File: config.mk
export PLATFORM = sky130hd
export DESIGN_NAME = i2c_slave_mem
export DESIGN_NICKNAME = d
export VERILOG_FILES = /design/src/rtl/i2c_slave_mem.sv
export SDC_FILE = /design/constraint.sdc
export NUM_CORES = 1
export LEC_CHECK = 0
export ABC_AREA = 0
export CAP_MARGIN = 10
export CELL_PAD_IN_SITES_DETAIL_PLACEMENT = 0
export CELL_PAD_IN_SITES_GLOBAL_PLACEMENT = 1
export CORE_MARGIN = 4
export CORE_UTILIZATION = 40
export DETAILED_ROUTE_END_ITERATION = 16
export PLACE_DENSITY = 0.63
export SLEW_MARGIN = 10
export SYNTH_ARGS = -nofsm -noshare
export SYNTH_HDL_FRONTEND = slang
export SYNTH_SLANG_ARGS = --single-unit
File: constraint.sdc
create_clock -name clk_i -period 6.1 [get_ports clk_i]
set_input_delay 0.915 -clock clk_i [delete_from_list [all_inputs] [get_ports clk_i]]
set_output_delay 0.915 -clock clk_i [all_outputs]
set_load 0.02 [all_outputs]
File: src/rtl/i2c_slave_mem.sv
// i2c_slave_mem: I2C slave exposing MEM_DEPTH byte registers behind an
// auto-incrementing register pointer (write: ptr byte then data bytes;
// read: data from the current pointer).
// Optional feature: define I2C_SLAVE_CLK_STRETCH_EN to hold SCL low for
// STRETCH_CYCLES clk_i cycles after every ACK slot.
module i2c_slave_mem #(
  parameter logic [6:0]  SLAVE_ADDR     = 7'h22,
  parameter int unsigned MEM_DEPTH      = 16,
  parameter int unsigned STRETCH_CYCLES = 8
) (
  input  logic       clk_i,
  input  logic       rst_i,
  input  logic       scl_i,
  input  logic       sda_i,
  output logic       scl_o,
  output logic       sda_o,
  output logic       busy_o,
  output logic       wr_valid_o,
  output logic [7:0] wr_addr_o,
  output logic [7:0] wr_data_o
);

  localparam int unsigned AW = (MEM_DEPTH > 1) ? $clog2(MEM_DEPTH) : 1;

  // Reject unsupported configurations at elaboration
  if (MEM_DEPTH < 2 || MEM_DEPTH > 256 || (MEM_DEPTH & (MEM_DEPTH - 1)) != 0 ||
      STRETCH_CYCLES < 1) begin : g_param_err
    $error("i2c_slave_mem: unsupported MEM_DEPTH or STRETCH_CYCLES");
  end

  typedef enum logic [3:0] {
    ST_IDLE,
    ST_ADDR,
    ST_ADDR_ACK,
    ST_PTR,
    ST_PTR_ACK,
    ST_WDATA,
    ST_WDATA_ACK,
    ST_RDATA,
    ST_RDATA_ACK
`ifdef I2C_SLAVE_CLK_STRETCH_EN
    , ST_STRETCH
`endif
  } state_e;

  // Synchronizers plus one delayed copy for edge detection
  logic scl_s1_q, scl_s2_q, scl_d_q;
  logic sda_s1_q, sda_s2_q, sda_d_q;
  logic scl_rise, scl_fall, start_det, stop_det;

  state_e        state_q, state_d;
  logic [1:0]    ack_ph_q, ack_ph_d;
  logic [2:0]    bit_cnt_q, bit_cnt_d;
  logic [6:0]    shift_q, shift_d;
  logic [7:0]    tx_q, tx_d;
  logic [AW-1:0] ptr_q, ptr_d;
  logic          rw_q, rw_d;
  logic          busy_q, busy_d;
  logic          sda_q, sda_d;
  logic          wr_valid_q, wr_valid_d;
  logic [7:0]    wr_addr_q, wr_addr_d;
  logic [7:0]    wr_data_q, wr_data_d;

  logic [7:0]    mem [MEM_DEPTH];
  logic [7:0]    rx_byte;
  logic [7:0]    mem_rd;
  logic          mem_we;
  logic          ack_end;
  state_e        ack_next;

`ifdef I2C_SLAVE_CLK_STRETCH_EN
  localparam int unsigned SW = (STRETCH_CYCLES > 1) ? $clog2(STRETCH_CYCLES) : 1;
  logic          scl_q, scl_d;
  state_e        ret_q, ret_d;
  logic [SW-1:0] str_cnt_q, str_cnt_d;
`endif

  assign scl_rise  = scl_s2_q & ~scl_d_q;
  assign scl_fall  = ~scl_s2_q & scl_d_q;
  assign start_det = scl_s2_q & scl_d_q & sda_d_q & ~sda_s2_q;
  assign stop_det  = scl_s2_q & scl_d_q & ~sda_d_q & sda_s2_q;
  assign rx_byte   = {shift_q, sda_s2_q};
  assign mem_rd    = mem[ptr_q];

  // Next-state logic: bus conditions first, then per-state bit/ACK handling.
  // ACK states walk through phases: 0 = wait for slot start (SCL fall),
  // then slot end; reads add a phase for sampling the master's ACK.
  always_comb begin
    state_d    = state_q;
    ack_ph_d   = ack_ph_q;
    bit_cnt_d  = bit_cnt_q;
    shift_d    = shift_q;
    tx_d       = tx_q;
    ptr_d      = ptr_q;
    rw_d       = rw_q;
    busy_d     = busy_q;
    sda_d      = sda_q;
    wr_valid_d = 1'b0;
    wr_addr_d  = wr_addr_q;
    wr_data_d  = wr_data_q;
    mem_we     = 1'b0;
    ack_end    = 1'b0;
    ack_next   = ST_IDLE;
`ifdef I2C_SLAVE_CLK_STRETCH_EN
    scl_d      = scl_q;
    ret_d      = ret_q;
    str_cnt_d  = str_cnt_q;
`endif
    if (start_det || stop_det) begin
      state_d   = start_det ? ST_ADDR : ST_IDLE;
      bit_cnt_d = '0;
      ack_ph_d  = '0;
      busy_d    = 1'b0;
      sda_d     = 1'b1;
`ifdef I2C_SLAVE_CLK_STRETCH_EN
      scl_d     = 1'b1;
`endif
    end else begin
      unique case (state_q)
        ST_IDLE: ;
        ST_ADDR, ST_PTR, ST_WDATA: begin
          if (scl_rise) begin
            shift_d   = rx_byte[6:0];
            bit_cnt_d = bit_cnt_q + 3'd1;
            if (bit_cnt_q == 3'd7) begin
              bit_cnt_d = '0;
              ack_ph_d  = '0;
              if (state_q == ST_ADDR) begin
                if (rx_byte[7:1] == SLAVE_ADDR) begin
                  state_d = ST_ADDR_ACK;
                  rw_d    = rx_byte[0];
                end else begin
                  state_d = ST_IDLE;
                end
              end else if (state_q == ST_PTR) begin
                ptr_d   = rx_byte[AW-1:0];
                state_d = ST_PTR_ACK;
              end else begin
                mem_we     = 1'b1;
                wr_valid_d = 1'b1;
                wr_addr_d  = 8'(ptr_q);
                wr_data_d  = rx_byte;
                ptr_d      = ptr_q + AW'(1);
                state_d    = ST_WDATA_ACK;
              end
            end
          end
        end
        ST_ADDR_ACK, ST_PTR_ACK, ST_WDATA_ACK: begin
          if (scl_fall) begin
            if (ack_ph_q == 2'd0) begin
              sda_d    = 1'b0;
              ack_ph_d = 2'd1;
              if (state_q == ST_ADDR_ACK) busy_d = 1'b1;
            end else begin
              ack_end = 1'b1;
              if (state_q == ST_ADDR_ACK && rw_q) begin
                sda_d    = mem_rd[7];
                tx_d     = {mem_rd[6:0], 1'b0};
                ack_next = ST_RDATA;
              end else begin
                sda_d    = 1'b1;
                ack_next = (state_q == ST_ADDR_ACK) ? ST_PTR : ST_WDATA;
              end
            end
          end
        end
        ST_RDATA: begin
          if (scl_rise) begin
            bit_cnt_d = bit_cnt_q + 3'd1;
            if (bit_cnt_q == 3'd7) begin
              bit_cnt_d = '0;
              ack_ph_d  = '0;
              ptr_d     = ptr_q + AW'(1);
              state_d   = ST_RDATA_ACK;
            end
          end else if (scl_fall) begin
            sda_d = tx_q[7];
            tx_d  = {tx_q[6:0], 1'b0};
          end
        end
        ST_RDATA_ACK: begin
          if (ack_ph_q == 2'd0 && scl_fall) begin
            sda_d    = 1'b1;
            ack_ph_d = 2'd1;
          end else if (ack_ph_q == 2'd1 && scl_rise) begin
            if (sda_s2_q) state_d = ST_IDLE;
            else          ack_ph_d = 2'd2;
          end else if (ack_ph_q == 2'd2 && scl_fall) begin
            ack_end  = 1'b1;
            sda_d    = mem_rd[7];
            tx_d     = {mem_rd[6:0], 1'b0};
            ack_next = ST_RDATA;
          end
        end
`ifdef I2C_SLAVE_CLK_STRETCH_EN
        ST_STRETCH: begin
          if (str_cnt_q == '0) begin
            scl_d   = 1'b1;
            state_d = ret_q;
          end else begin
            str_cnt_d = str_cnt_q - SW'(1);
          end
        end
`endif
        default: state_d = ST_IDLE;
      endcase
      if (ack_end) begin
`ifdef I2C_SLAVE_CLK_STRETCH_EN
        state_d   = ST_STRETCH;
        ret_d     = ack_next;
        str_cnt_d = SW'(STRETCH_CYCLES - 1);
        scl_d     = 1'b0;
`else
        state_d   = ack_next;
`endif
      end
    end
  end

  // Control, pointer, synchronizer and output registers
  always_ff @(posedge clk_i or negedge rst_i) begin
    if (!rst_i) begin
      scl_s1_q   <= 1'b1;
      scl_s2_q   <= 1'b1;
      scl_d_q    <= 1'b1;
      sda_s1_q   <= 1'b1;
      sda_s2_q   <= 1'b1;
      sda_d_q    <= 1'b1;
      state_q    <= ST_IDLE;
      ack_ph_q   <= '0;
      bit_cnt_q  <= '0;
      shift_q    <= '0;
      tx_q       <= '0;
      ptr_q      <= '0;
      rw_q       <= 1'b0;
      busy_q     <= 1'b0;
      sda_q      <= 1'b1;
      wr_valid_q <= 1'b0;
      wr_addr_q  <= '0;
      wr_data_q  <= '0;
`ifdef I2C_SLAVE_CLK_STRETCH_EN
      scl_q      <= 1'b1;
      ret_q      <= ST_IDLE;
      str_cnt_q  <= '0;
`endif
    end else begin
      scl_s1_q   <= scl_i;
      scl_s2_q   <= scl_s1_q;
      scl_d_q    <= scl_s2_q;
      sda_s1_q   <= sda_i;
      sda_s2_q   <= sda_s1_q;
      sda_d_q    <= sda_s2_q;
      state_q    <= state_d;
      ack_ph_q   <= ack_ph_d;
      bit_cnt_q  <= bit_cnt_d;
      shift_q    <= shift_d;
      tx_q       <= tx_d;
      ptr_q      <= ptr_d;
      rw_q       <= rw_d;
      busy_q     <= busy_d;
      sda_q      <= sda_d;
      wr_valid_q <= wr_valid_d;
      wr_addr_q  <= wr_addr_d;
      wr_data_q  <= wr_data_d;
`ifdef I2C_SLAVE_CLK_STRETCH_EN
      scl_q      <= scl_d;
      ret_q      <= ret_d;
      str_cnt_q  <= str_cnt_d;
`endif
    end
  end

  // Register file: not reset so contents survive rst_i
  always_ff @(posedge clk_i) begin
    if (mem_we) mem[ptr_q] <= rx_byte;
  end

  assign sda_o      = sda_q;
  assign busy_o     = busy_q;
  assign wr_valid_o = wr_valid_q;
  assign wr_addr_o  = wr_addr_q;
  assign wr_data_o  = wr_data_q;
`ifdef I2C_SLAVE_CLK_STRETCH_EN
  assign scl_o      = scl_q;
`else
  assign scl_o      = 1'b1;
`endif

endmodule

; ---- Word level (Yosys, flattened, before mapping)
; Memories as Yosys holds them, arrays and structs flattened.
; Index checks and enable logic that the tools add are counted.
[totals]
ff_bits = 50
mem_bits_rw = 128
in_bits = 4
output_inout_bits = 20
word_cells = 190
n_memories = 1
[classes]
n_addsub = 2
n_eq_ne = 43
mux = 81
bitwise_logic = 14
reduce_logical = 31
[mem_list]
columns = name, depth, word_bits, read_ports, rd_clocked_by_memory_dff, wr, line_no
row1 = mem, 16, 8, 1, 0, 1, 64  ; logic [7:0] mem [MEM_DEPTH];
[op_table]
columns = cell, count
row1 = 4-bit 2-to-1 mux, 16
row2 = 8-bit 2-to-1 mux, 8
row3 = 4-bit != test (second input constant), 11
row4 = 3-bit 2-to-1 mux, 11
row5 = 1-bit 2-to-1 mux, 29
row6 = 2-bit != test (second input constant), 13
row7 = 8-bit case mux with 3 select lines, 1
row8 = 2-bit 2-to-1 mux, 10
row9 = 6-bit AND reduction, 3
row10 = 4-bit by 3-bit equality test with 1-bit output (second input constant), 4
row11 = 4-bit case mux with 4 select lines, 1
row12 = 7-bit AND reduction, 2
row13 = 2-bit nonzero test, 7
row14 = 3-bit != test (second input constant), 4
row15 = 10-bit AND reduction, 1
row16 = 3-bit by 1-bit != test with 1-bit output (second input constant), 3
row17 = 4-bit by 2-bit equality test with 1-bit output (second input constant), 2
row18 = 4-bit case mux with 2 select lines, 1
row19 = 8-bit AND reduction, 1
row20 = 4-bit nonzero test, 2
row21 = 4-bit OR reduction, 2
row22 = 1-bit bitwise AND, 7
row23 = 7-bit by 6-bit equality test with 1-bit output (second input constant), 1
row24 = 1-bit NOT, 7
row25 = 20 further kinds, 24

; ---- Longest topological paths before layout
; Gate-level depths: netlist of the first run.
[logic_depth]
ltp_word = 10
depth_mapped = 8
mapped_depth_nobuf = 7

; ---- Least setup slack after synthesis of the first run
; Ideal clock, no wire load.
[synth_path]
kind = reg-to-reg
from = register scl_s2_q
to = memory mem[3][0] (enable)
setup_time_ns = 0.395
arrival_time_ns = 2.367
required_ns = 5.705
setup_slack_ns = 3.338
stages_incl_launch_ff = 8
n_path_buf = 3
period_less_slack_ns = 2.762
path_cell_list = dfstp_2 buf_2 and2b_1 and2_1 o2111ai_1 buf_2 buf_2 nor4_1
[synth_between]
elab_chain_len = 7
elab_cells_between_ends = 12
classes_between = mux: 5 / bitwise: 6 / reduce/logical: 1
[synth_lines]
columns = element, line_no
row1 = from (decl), 47  ; logic scl_s1_q, scl_s2_q, scl_d_q;
row2 = from (signal assigned), 249  ; scl_s2_q <= scl_s1_q;
row3 = 1-bit bitwise AND, "80, 81"
row4 = 1-bit bitwise AND (on tied branches) (2 in a row), "80, 81"
row5 = 1-bit logical OR, 109  ; if (start_det || stop_det) begin
row6 = 1-bit 2-to-1 mux (*), 109
row7 = 1-bit 2-to-1 mux (*), 276  ; if (mem_we) mem[ptr_q] <= rx_byte;
row8 = 1-bit 2-to-1 mux (not written as such) (*), 276
row9 = to (decl), 64
; Mark *: on every way between the ends. The rest lies on a longest branch, timed or not.

; ---- Worst setup path in the final report of the first run
[layout_path]
from = register state_q[0]
to = memory mem[5][4] (enable)
[layout_between]
elab_chain_len = 9
elab_cells_between_ends = 12
classes_between = eq/ne: 3 / mux: 8 / reduce/logical: 1
[layout_lines]
columns = element, line_no
row1 = from (decl), 51  ; state_e state_q, state_d;
row2 = from (signal assigned), 254  ; state_q <= state_d;
row3 = 4-bit by 2-bit equality test with 1-bit output, "119, 135"
row4 = 1-bit 2-to-1 mux, 135  ; end else if (state_q == ST_PTR) begin
row5 = 1-bit 2-to-1 mux, 128  ; if (state_q == ST_ADDR) begin
row6 = 1-bit 2-to-1 mux, 125  ; if (bit_cnt_q == 3'd7) begin
row7 = 1-bit 2-to-1 mux, 122  ; if (scl_rise) begin
row8 = 1-bit 2-to-1 mux (*), 119  ; unique case (state_q)
row9 = 1-bit 2-to-1 mux (*), 109
row10 = 1-bit 2-to-1 mux (*), 276
row11 = 1-bit 2-to-1 mux (not written as such) (*), 276
; Marked as above.

==> results.md, run 1 <==
* Warnings, synthesis at 0
* Die height at 145 um
* Synthesis-to-layout area growth at 12.3%
* Final net count at 514
* EDFF count, synth at 128
* Multi-input gate area at 2170 um^2
* Most frequent cells in the layout: edfxtp_1 (128), nand2_1 (49), dfrtp_1 (41)
* Clock tree buffer depth at 2
* CTS clk-pin slew, worst paths at 0.07 ns
* Most common cell after layout, fill and taps aside: edfxtp_1
* RSZ-0062 raised after global routing: no
* Register area at 5080 um^2
* Worst path max stage delay at 0.89 ns
* Unique cell type count in the Yosys netlist at 58
* Most used DFF post-synth: edfxtp_1
* Worst-Margin Slew at 1.08 ns
* Row cnt at 49
* Die Span X at 145 um
* Root buffer cell: clkbuf_16
* Critical-path cell list: and2b_1 -> and2_1 -> o2111ai_2 -> buf_4 -> inv_1 -> nand2_1 -> nor3_1
* Average vias per placed instance at 5.60
* Worst Setup End Kind: register
* Via count at 4181
* Clk_lat worst skew at 0.42 ns
* Tot Pwr at 2.74 mW
* Hold Fails Final Rpt at 0
* Relative slew slack at 0.274
* Largest net degree at the start of global routing at 50
* Setup Crit Path Kind: register to register
* Post-CTS setup repair buffer count at 0
* Synth area leaders: edfxtp_1 (51%), dfrtp_1 (14%), mux4_2 (9.3%)
* Origin of the critical flop-to-flop path: state_q[0]
* Register area share after synthesis at 0.678
* Simple-gate portion of the synthesized area at 0.0829
* CTS H-Tree Depth at 4
* Antenna violations before repair at 0
* Finished layout cell area at 8410 um^2
* Critical Path Start Type: register
* Mux cell area share after synthesis at 0.122
* Register bit total from synthesis at 177
* Routed length per instance at 22.8 um
* Post-synthesis compound-gate area fraction at 0.0702
* Post-Route Skew at 0.00875 ns
* Async SR Flop Fraction at 0.277
* # IOs at 24
* CP Launch Point: state_q[0]
* DIE AREA at 21000 um^2
* Count of buffers from port buffering at 18
* Placed Cells at 714
* Final Max Slew Viols at 0
* Final wirelength at 17000 um
* Placer Congestion at 0.852
* Achievable Freq at 302 MHz
* Largest area contributor in the netlist: edfxtp_1
* DP HPWL at 10900 um
* Share of the synthesized area in the top cell type at 0.513
* GRT Util Overall at 0.171
* CP max-delay cell: nor3_1
* Synth Cell Area at 7490 um^2
* Outcome: complete, no violations
* Fin crit period at 3.31 ns
* Share of cells above drive strength 1 at 0.182
* Setup violations, final at 0
* # hold bufs at CTS at 0
* DRC viols at 0
* Cell Pwr Density at 326 nW/um^2
* Min-delay src: scl_s1_q
* Avg Cell Area, Syn at 15.3 um^2
* Hold crit path type: register to register
* Non-Filler Instances at 746
* Initial core utilization at 0.411
* First-iteration detailed-routing DRC count at 256
* Max VDD drop at 0.000190 V
* First-pass GRT wire length at 26100 um
* WP data required at 6.14 ns
* Min Hold Slack at 0.354 ns
* Placement Cell Area at 7850 um^2
* Gate Count Post-Synth at 488
* Core Area at 18200 um^2
* Vias in the first global route at 4230
* Synth Area in XOR/XNOR at 0.00117
* Combinational family with the most area after synthesis: multiplexers
* Initial DRT Pass Iterations at 4
* Post-CTS sizing at 0
* Reg2reg path depth at 7
* Antenna diode count at 0
* Max Cap Viol at 0
* Crit Path Max Fanout at 21
* DRT antenna net count at 0
* WP data arrival at 3.35 ns
* Layout fillers at 1572
* Hold Crit Depth at 0
* Clk sinks at 177
* Grt ovf at 0
* Crit share post-route at 0.542
* CTS tree: built
* Post-synthesis adder-cell area fraction at 0.0100
* Setup_tns at 0 ns
* CTS Buf Count at 17
* Static leakage at 3.01 nW
[metal layers]
metal  track usage  share of wire
met1         0.245           0.46
met2         0.263           0.48
met3        0.0467          0.048
met4        0.0393         0.0098
met5             0              0
[power by group]
group	internal [mW]	switching [mW]
Sequential	1.43	0.169
Clock	0.573	0.476
Combinational	0.0435	0.0497
[critical path: cells and delay by family (launching register included)]
kind	cells	cell delay, ns
and+or+nand+nor	4	1.67
DFF	1	0.57
buffers and inverters	2	0.54
AOI/OAI and AO/OA	1	0.15
[stage by stage]
step,util,worst slack [ns]
floorplan,-,3.34
global placement,0.431,3.03
detailed placement,0.431,2.81
CTS,0.462,2.80
global route,0.462,2.46
finish,0.462,2.79
[flip-flops by register name, summed over array words and instances, names as in the netlist, 2 cells and up]
register and count:
tx_q 7, wr_data_o 8, ptr_q 4, ack_ph_q 2, bit_cnt_q 3, shift_q 7
mem 128, state_q 4, wr_addr_o 4
[final timing paths]
kind	end	slack [ns]
setup / recovery	mem[5][4]	2.79
hold / removal	scl_s2_q	0.35
setup reg to reg	mem[5][4]	2.79
hold reg to reg	scl_s2_q	0.35
max in group asynchronous	ptr_q[0]	5.02
min in group asynchronous	wr_data_o[2]	0.59
[cells in the mapped netlist (all sizes together) (10+ instances only)]
| master | number |
|---|---|
| o21ai | 13 |
| nand3 | 10 |
| mux4 | 31 |
| mux2 | 10 |
| buf | 24 |
| mux2i | 10 |
| nor2 | 17 |
| inv | 21 |
| a21oi | 26 |
| dfrtp | 42 |
| a22oi | 15 |
| nand2 | 49 |
| edfxtp | 128 |
[layout make-up]
cell class                      instances  share of cell area
Clock buffer                           20              0.0519
Clock inverter                         12              0.0143
Inverter                               21             0.00938
Multi-Input combinational cell        261               0.258
Sequential cell                       177               0.604
Tap cell                              229              0.0341
Timing Repair Buffer                   26              0.0280
[cells by family (layout without fill, tap and decap cells)]
family	Yosys count	count (layout)
DFF	177	177
and+or+nand+nor	121	121
AOI/OAI and AO/OA	77	77
buffers and inverters	53	79
muxes	51	51
adders and majority gates	6	6
other	2	5
xor gates and xnor gates	1	1
No activity file was read; power rests on OpenSTA's default activity.
==> inputs of run 2 (changes only) <==
==> constraint.sdc (replaced) <==
create_clock -name clk_i -period 3.1 [get_ports clk_i]
set_input_delay 0.465 -clock clk_i [delete_from_list [all_inputs] [get_ports clk_i]]
set_output_delay 0.465 -clock clk_i [all_outputs]
set_load 0.02 [all_outputs]
==> run 2 against run 1 <==
  * Count of clock-buffer cells in the layout decreased by 3
  * Global-route usage decreased by 0.62 points
  * First-iteration DRC count increased by 44%
  * Setup slack got worse by 2.5 ns
  * Sequential power increased by 81%
  * Combinational power increased to 4.9 times the previous value
  * Maximum frequency increased by 18%
  * Die area unchanged
  * Power increased by 100%
  * Critical path depth decreased by 1
  * Largest cell class unchanged
  * Highest routed layer unchanged
==> results.md, run 2 (synthesized netlist as in run 1, its figures left out) <==
* Clk_lat worst skew at 0.42 ns
* WP data required at 3.14 ns
* Max VDD drop at 0.000516 V
* # hold bufs at CTS at 0
* RSZ-0062 raised after global routing: no
* Non-Filler Instances at 765
* Worst-Margin Slew at 1.06 ns
* Count of buffers from port buffering at 18
* Grt ovf at 0
* Core Area at 18200 um^2
* DIE AREA at 21000 um^2
* DRT antenna net count at 0
* Worst Setup End Kind: register
* Worst path max stage delay at 0.86 ns
* Placer Congestion at 0.817
* Setup WS pre-CTS at 0.328 ns
* Vias in the first global route at 4214
* NetSw at 1.29 mW
* CTS tree: built
* WP data arrival at 2.84 ns
* Die height at 145 um
* Average vias per placed instance at 5.45
* Outcome: complete, no violations
* Post-Route Skew at 0.0137 ns
* Hold Fails Final Rpt at 0
* Die Span X at 145 um
* Antenna diode count at 0
* Final net count at 533
* Root buffer cell: clkbuf_16
* Via count at 4169
* CTS Buf Count at 17
* # IOs at 24
* CP max-delay cell: nor3_1
* Cell Pwr Density at 646 nW/um^2
* Post-CTS sizing at 0
* GRT Max-Usage Layer: met2
* Max Cap Viol at 0
* CTS H-Tree Depth at 4
* Antenna violations before repair at 0
* Most common cell after layout, fill and taps aside: edfxtp_1
* Sw Ratio at 0.232
* Achievable Freq at 357 MHz
* Sequential power share at 0.521
* Max reg flops at 128
* CTS clk-pin slew, worst paths at 0.07 ns
* Post-CTS setup repair buffer count at 0
* Setup_tns at 0 ns
* Placed Cells at 733
* Most frequent cells in the layout: edfxtp_1 (128), nand2_1 (49), dfrtp_1 (41)
* Min Hold Slack at 0.0656 ns
* Critical Path Start Type: register
* Final wirelength at 16100 um
* Setup violations, final at 0
* DP HPWL at 10900 um
* Final core occ at 0.473
* Static leakage at 3.13 nW
* Placement Cell Area at 8010 um^2
* Initial DRT Pass Iterations at 4
* Row cnt at 49
* Routed length per instance at 21.0 um
* Initial core utilization at 0.411
* Cell family with most CP delay: simple AND/OR/NAND/NOR gates
* Critical-path cell list: and2b_1 -> and2_1 -> o2111ai_2 -> inv_1 -> nand2_1 -> nor3_1
* Crit Path Max Fanout at 9
* Largest net degree at the start of global routing at 28
* Crit share post-route at 0.904
* Relative slew slack at 0.291
* GRT Util Overall at 0.165
* Finished layout cell area at 8620 um^2
* Met2 Track Usage GR at 0.253
* Share of cells above drive strength 1 at 0.211
* Hold crit path type: input pin to async pin
* M1 GR Usage at 0.238
* Clk sinks at 177
* Clock tree buffer depth at 2
* DRC viols at 0
* Setup Crit Path Kind: register to register
* CP Buf/Inv Count at 1
* Clock network power share at 0.397
* First-pass GRT wire length at 25400 um
* Final Max Slew Viols at 0
* Reg with most FFs: mem
* Synthesis-to-layout area growth at 15.1%
* Fin crit period at 2.80 ns
* Layout fillers at 1545
* Gate power share at 0.081
* Tot Pwr at 5.57 mW
* First-iteration detailed-routing DRC count at 368
* Int Pwr at 4.28 mW
* Final Worst Setup Slack at 0.297 ns
* Met3 Use GR at 0.0368
## run 2: cell count changes in the layout (fill, tap and decap cells not counted)
cell        delta
buf_4         +18
clkbuf_1       -3
clkinvlp_4     +1
inv_6          -3
clkinv_1       +3
buf_12         +1
inv_8          -2
clkinv_4       +1
bufinv_16      +3
## run 2: worst paths after layout
kind	start	end	slack [ns]	cells past startpoint
worst max-delay path	scl_s2_q	mem[4][5]	0.30	6
worst min-delay path	rst_i	wr_data_o[2]	0.07	1
worst max register to register	scl_s2_q	mem[4][5]	0.30	6
worst min register to register	sda_s1_q	sda_s2_q	0.36	0
max in group asynchronous	rst_i	sda_o	2.29	2
min in group clk_i	sda_s1_q	sda_s2_q	0.36	0
## run 2: layout make-up
cell class / instances / area (um^2) / area share
well taps: 229 / 287 / 0.0332
multi-input cells: 261 / 2170 / 0.252
repair buffers: 45 / 390 / 0.0453
clock buffers: 17 / 425 / 0.0494
flip-flops and latches: 177 / 5080 / 0.589
inverters: 21 / 78.8 / 0.00915
clock inverters: 15 / 189 / 0.0219
## run 2: power groups by stage
stage | sequential [mW] | combinational [mW] | clock [mW]
after floorplan | 3.00 | 0.146 | 0
after global placement | 2.95 | 0.463 | 0
after detailed placement | 2.96 | 0.470 | 0
after CTS | 2.91 | 0.466 | 2.27
after global routing | 2.92 | 0.504 | 2.39
final | 2.90 | 0.453 | 2.21
## run 2: metal layers
metal | share of wire | up-vias | routed length (um)
met5 | 0 | - | 0
met4 | 0.0099 | 0 | 160
met3 | 0.034 | 13 | 554
met2 | 0.48 | 87 | 7780
met1 | 0.47 | 2143 | 7590
li1 | - | 1926 | -
## run 2: worst register-to-register path: stages, from the launching register on
cell	delay, ns
dfstp_2	0.61
and2b_1	0.25
and2_1	0.25
o2111ai_2	0.16
inv_1	0.15
nand2_1	0.14
nor3_1	0.86
